<file path="src/rtl/ram_arb_pkg.sv">
// ram_arb_pkg: shared types, defaults and byte-merge helper for ram_port_arbiter
package ram_arb_pkg;

    typedef enum logic {ARB, RMW_WR} state_t;

    localparam int unsigned MEM_WORDS_DEF = 1024;
    localparam logic [31:0] ERR_RDATA_DEF = 32'hDEADBEEF;

    // Take new_w bytes where be is set, keep old_w bytes elsewhere
    function automatic logic [31:0] merge_bytes(input logic [31:0] old_w, input logic [31:0] new_w, input logic [3:0] be);
        logic [31:0] m;
        for (int n = 0; n < 4; n++) m[8*n +: 8] = be[n] ? new_w[8*n +: 8] : old_w[8*n +: 8];
        return m;
    endfunction

endpackage

</file>
<file path="src/rtl/ram_port_arbiter.sv">
// ram_port_arbiter: shares one single-port RAM between fetch and data ports; RAM_ARB_RR_EN selects round-robin instead of data-first priority
module ram_port_arbiter
    import ram_arb_pkg::*;
#(
    parameter int unsigned MEM_WORDS = MEM_WORDS_DEF,
    parameter logic [31:0] ERR_RDATA = ERR_RDATA_DEF
) (
    input  logic        clk,
    input  logic        rst,
    input  logic        instr_req_i,
    input  logic [31:0] instr_addr_i,
    output logic        instr_gnt_o,
    output logic        instr_rvalid_o,
    output logic [31:0] instr_rdata_o,
    input  logic        data_req_i,
    input  logic        data_we_i,
    input  logic [3:0]  data_be_i,
    input  logic [31:0] data_addr_i,
    input  logic [31:0] data_wdata_i,
    output logic        data_gnt_o,
    output logic        data_rvalid_o,
    output logic [31:0] data_rdata_o,
    output logic        ram_en_o,
    output logic        ram_we_o,
    output logic [31:0] ram_addr_o,
    output logic [31:0] ram_di_o,
    input  logic [31:0] ram_dout_i,
    output logic        err_o
);

    state_t      r_state, w_next;
    logic        r_i_ram, r_i_err, r_d_valid, r_d_ram, r_d_err, r_err;
    logic [31:0] r_addr, r_wdata;
    logic [3:0]  r_be;
    logic        w_i_oor, w_d_oor, w_d_partial, w_d_win, w_i_gnt, w_d_gnt;

    assign w_i_oor     = {2'b00, instr_addr_i[31:2]} >= MEM_WORDS;
    assign w_d_oor     = {2'b00, data_addr_i[31:2]} >= MEM_WORDS;
    assign w_d_partial = data_we_i && data_be_i != 4'h0 && data_be_i != 4'hF;

`ifdef RAM_ARB_RR_EN
    logic r_last_data;
    assign w_d_win = data_req_i && !(instr_req_i && r_last_data);
    // Remember which port won the most recent grant so ties alternate
    always_ff @(posedge clk) begin
        if (rst) r_last_data <= 1'b0;
        else if (w_d_gnt || w_i_gnt) r_last_data <= w_d_gnt;
    end
`else
    assign w_d_win = data_req_i;
`endif

    // Grant selection, RAM command and next state; reset suppresses everything including an in-flight RMW write
    always_comb begin
        w_next     = r_state;
        w_i_gnt    = 1'b0;
        w_d_gnt    = 1'b0;
        ram_en_o   = 1'b0;
        ram_we_o   = 1'b0;
        ram_addr_o = '0;
        ram_di_o   = '0;
        if (!rst && r_state == RMW_WR) begin
            ram_en_o   = 1'b1;
            ram_we_o   = 1'b1;
            ram_addr_o = r_addr;
            ram_di_o   = merge_bytes(ram_dout_i, r_wdata, r_be);
            w_next     = ARB;
        end else if (!rst && w_d_win) begin
            w_d_gnt    = 1'b1;
            ram_en_o   = !w_d_oor && (!data_we_i || data_be_i != 4'h0);
            ram_we_o   = !w_d_oor && data_we_i && data_be_i == 4'hF;
            ram_addr_o = data_addr_i;
            ram_di_o   = data_wdata_i;
            w_next     = (!w_d_oor && w_d_partial) ? RMW_WR : ARB;
        end else if (!rst && instr_req_i) begin
            w_i_gnt    = 1'b1;
            ram_en_o   = !w_i_oor;
            ram_addr_o = instr_addr_i;
        end
    end

    // State, response-source flags, sticky error and RMW operand capture
    always_ff @(posedge clk) begin
        if (rst) begin
            r_state   <= ARB;
            r_i_ram   <= 1'b0;
            r_i_err   <= 1'b0;
            r_d_valid <= 1'b0;
            r_d_ram   <= 1'b0;
            r_d_err   <= 1'b0;
            r_err     <= 1'b0;
            r_addr    <= '0;
            r_wdata   <= '0;
            r_be      <= '0;
        end else begin
            r_state   <= w_next;
            r_i_ram   <= w_i_gnt && !w_i_oor;
            r_i_err   <= w_i_gnt && w_i_oor;
            r_d_valid <= (w_d_gnt && !(w_d_partial && !w_d_oor)) || r_state == RMW_WR;
            r_d_ram   <= w_d_gnt && !data_we_i && !w_d_oor;
            r_d_err   <= w_d_gnt && !data_we_i && w_d_oor;
            r_err     <= r_err || (w_i_gnt && w_i_oor) || (w_d_gnt && w_d_oor);
            if (w_d_gnt) begin
                r_addr  <= data_addr_i;
                r_wdata <= data_wdata_i;
                r_be    <= data_be_i;
            end
        end
    end

    assign instr_gnt_o    = w_i_gnt;
    assign data_gnt_o     = w_d_gnt;
    assign instr_rvalid_o = r_i_ram || r_i_err;
    assign instr_rdata_o  = r_i_ram ? ram_dout_i : (r_i_err ? ERR_RDATA : '0);
    assign data_rvalid_o  = r_d_valid;
    assign data_rdata_o   = r_d_ram ? ram_dout_i : (r_d_err ? ERR_RDATA : '0);
    assign err_o          = r_err;

endmodule

</file>
<file path="config.mk">
export PLATFORM = sky130hd
export DESIGN_NAME = ram_port_arbiter
export DESIGN_NICKNAME = d
export VERILOG_FILES = /design/src/rtl/ram_arb_pkg.sv /design/src/rtl/ram_port_arbiter.sv
export SDC_FILE = /design/constraint.sdc
export NUM_CORES = 1
export LEC_CHECK = 0
export ABC_AREA = 1
export BUFFER_PORTS_ARGS = -buffer_cell sky130_fd_sc_hd__buf_2
export CAP_MARGIN = 20
export CORE_MARGIN = 10
export CORE_UTILIZATION = 46
export DETAILED_ROUTE_END_ITERATION = 16
export GPL_TIMING_DRIVEN = 0
export PLACE_DENSITY = 0.83
export SETUP_SLACK_MARGIN = 0.3
export SLEW_MARGIN = 20
export SYNTH_ARGS = -nofsm -noshare
export SYNTH_HDL_FRONTEND = slang
export SYNTH_SLANG_ARGS = --single-unit
export TNS_END_PERCENT = 1
</file>
<file path="constraint.sdc">
create_clock -name clk -period 3.81 [get_ports clk]
set_clock_uncertainty 0.1 [all_clocks]
set_input_delay 0.762 -clock clk [delete_from_list [all_inputs] [get_ports clk]]
set_output_delay 0.762 -clock clk [all_outputs]
set_load 0.05 [all_outputs]
</file>
==> summary.txt <==
Timing
  • Setup TNS: 0 ps
  • Fmax: approximately 0.32 GHz
  • Period utilisation layout: 82.57%
  • Final Setup Violations: 0
  • Final Critical Period: 3146 ps
  • Final hold vios: 0
  • Tightest Pin Transition: 510.4 ps
  • Final setup margin: 664.0 ps
  • Slew headroom: about two thirds
  • Smallest hold slack: 360.7 ps
  • Final max-slew violation count: 0
  • RSZ-0062 raised after global routing: no

Clocking
  • Post_cts resized: 0
  • Num CTS Buffers: 9
  • H-Tree Depth: 3
  • Sink Count: 75
  • Clk Latency, worst-skew pair: 330 ps
  • TritonCTS clock tree: yes
  • Bufs on Longest Clock Path: 2
  • # hold bufs at CTS: 0
  • Worst-path clk slew: around 80 ps
  • Root buffer cell: clkbuf_8
  • Postcts setup bufs: 0

Synthesis
  • Yosys top cell area share: roughly 35%
  • Synth top area cells: dfxtp_1 35%, nand2_1 20%, o21ai_0 13%
  • Flops & latches, synth: 75
  • Netlist cell types: 23
  • Post-Syn Area: 0.004232 mm2
  • Yosys warns: 0
  • Synthesized instance count: 702
  • Syn avg cell area: 6.028 um2
  • Post-synthesis sequential area ratio: a little over a third
  • Net count after synthesis: 839
  • Leading area contributor after synthesis: dfxtp_1

Global route
  • Largest net degree at the start of global routing: 12
  • Initial antenna violation count: 1
  • Via count of the first global-routing pass: 5270
  • First-pass GRT wire length: 26790 um
  • Tot GR Track Use: 24.71%
  • Global route overflow: 0

Final layout
  • ANT cells: 0
  • Final instance area: 0.005911 mm2
  • Largest regs: r_addr (32), r_wdata (32), r_be (4)
  • Layout net count: 1121
  • Final non-filler cell total: between 1000 and 1500
  • Area Overhead vs Synth: 39.68%
  • Final core utilization: between 60% and 70%
  • Most common cell after layout, fill and taps aside: buf_2
  • Most frequent cells in the layout: 288 x buf_2, 225 x nand2_1, 112 x o21ai_0
  • Share of cells above drive strength 1: 31.85%

Setup path
  • CP bufs+invs: 5
  • Crit end category: output port
  • Critical Path Max Stage Delay: 410 ps
  • Critical-path cell with the highest stage delay: clkbuf_1
  • CP startpoint kind: primary input
  • Critical Path Sink: ram_addr_o[18]
  • WP data required: 2950 ps
  • Reg2Reg Depth: 6
  • Worst setup path startpoint: rst
  • Crit Path Class: in -> out
  • FF-to-FF End: r_wdata[3]
  • Internal reg-to-reg setup slack: about 2400 ps
  • Crit path max-delay family: buffers and inverters
  • RR Startpoint: r_state
  • Critical Path AT: 2280 ps
  • Number of stages on the worst setup path: 8
  • Crit-path cells: buf_2 -> inv_2 -> nand2_1 -> inv_2 -> clkbuf_1 -> nand2_1 -> nand3_1 -> buf_2
  • Worst Path Max Fanout: 10

Pwr
  • Worst VDD drop: 0.1993 mV
  • Total power: 1.963 mW
  • LEAKAGE: 3.278 nW
  • Pwr dens: 332.1 mW/mm2

Floorplan
  • Width of the die: 115.9 um
  • Die area: 0.01344 mm2
  • Initial core utilization: between 40% and 50%
  • Core area: approximately 0.0088 mm2
  • Row Count: 34
  • Boundary Pins: 272
  • Die Ht: about 120 um

Detailed routing
  • Routed length per instance: 15.94 um
  • DR iter-0 viols: 421
  • Residual DRC count: 0
  • Final ANT Viol Nets: 0
  • First-pass DRT Iterations: 5
  • Avg Vias per Cell: ~5
  • Final wirelength: 17490 um
  • Via count: 5614

Placement
  • Gpl congestion: 0.9406
  • Placed wire-length estimate: 14530 um
  • Inst Count DP: 1081
  • Number of port buffers: 271
  • DP Area: 0.005723 mm2
  • Pre-CTS WS: a little under 700 ps

Outcome
  • Outcome: complete, no violations

Run
  • Max-Cap Viols: 0

Worst hold path
  • HP Class: reg -> reg
==> routing by layer <==
layer  vias to the layer above  wire [um]  part of all wire, %  track usage, %
met3                        22       2018                   12           9.509
met5                         -         14                0.080               0
li1                       2826          -                    -               -
met4                         2        319                  1.8           8.007
met1                      2476       6800                   39           26.95
met2                       288       8335                   48           43.23
==> cell usage after synthesis (all sizes together) <==
master / count
clkinv: 3
a21oi: 68
clkbuf: 19
nor2: 62
nand2: 225
or2: 3
nand3b: 1
o211ai: 7
nor3: 1
a31oi: 1
buf: 25
nand4: 2
dfxtp: 75
nand3: 30
inv: 63
o21ai: 117
==> worst min path at each step <==
stage                 from     endpoint  depth (start not counted)
6_report       r_wdata[23]  r_wdata[23]                          2
5_1_grt         r_addr[24]   r_addr[24]                          2
4_1_cts         r_wdata[0]   r_wdata[0]                          2
3_5_place_dp    r_wdata[0]   r_wdata[0]                          2
3_3_place_gp   r_wdata[29]  r_wdata[29]                          2
2_1_floorplan      r_state      r_i_ram                          1
==> worst reg2reg max path, stage by stage, from the launching register on <==
cell     delay (ps)
dfxtp_1         400
inv_1            60
nand2_1         110
buf_4           180
buf_2           230
nand2_1          70
a21oi_1         170
==> layout make-up <==
type	count	area, um2
plain buffers	44	216.5
clock buffers	14	152.6
clock inverters	2	35.03
fillers	899	2938
inverters	66	247.7
multi-input cells	517	2266
flip-flops and latches	75	1501
well taps	108	135.1
repair buffers	271	1356
==> kinds of logic (layout without fill, tap and decap cells) <==
| family | count (synthesis) | count (layout) | synth area share [%] |
|---|---|---|---|
| AOI/OAI and AO/OA | 193 | 193 | 23.27 |
| and+or+nand+nor | 324 | 324 | 30.28 |
| buffers and inverters | 110 | 397 | 10.97 |
| DFF | 75 | 75 | 35.48 |
==> where the power goes <==
| group | switching [mW] | total, mW | internal [mW] |
|---|---|---|---|
| sequential | 0.0161 | 0.836 | 0.820 |
| clock | 0.272 | 0.594 | 0.321 |
| combinational | 0.386 | 0.534 | 0.147 |
No activity file was read; power rests on OpenSTA's default activity.
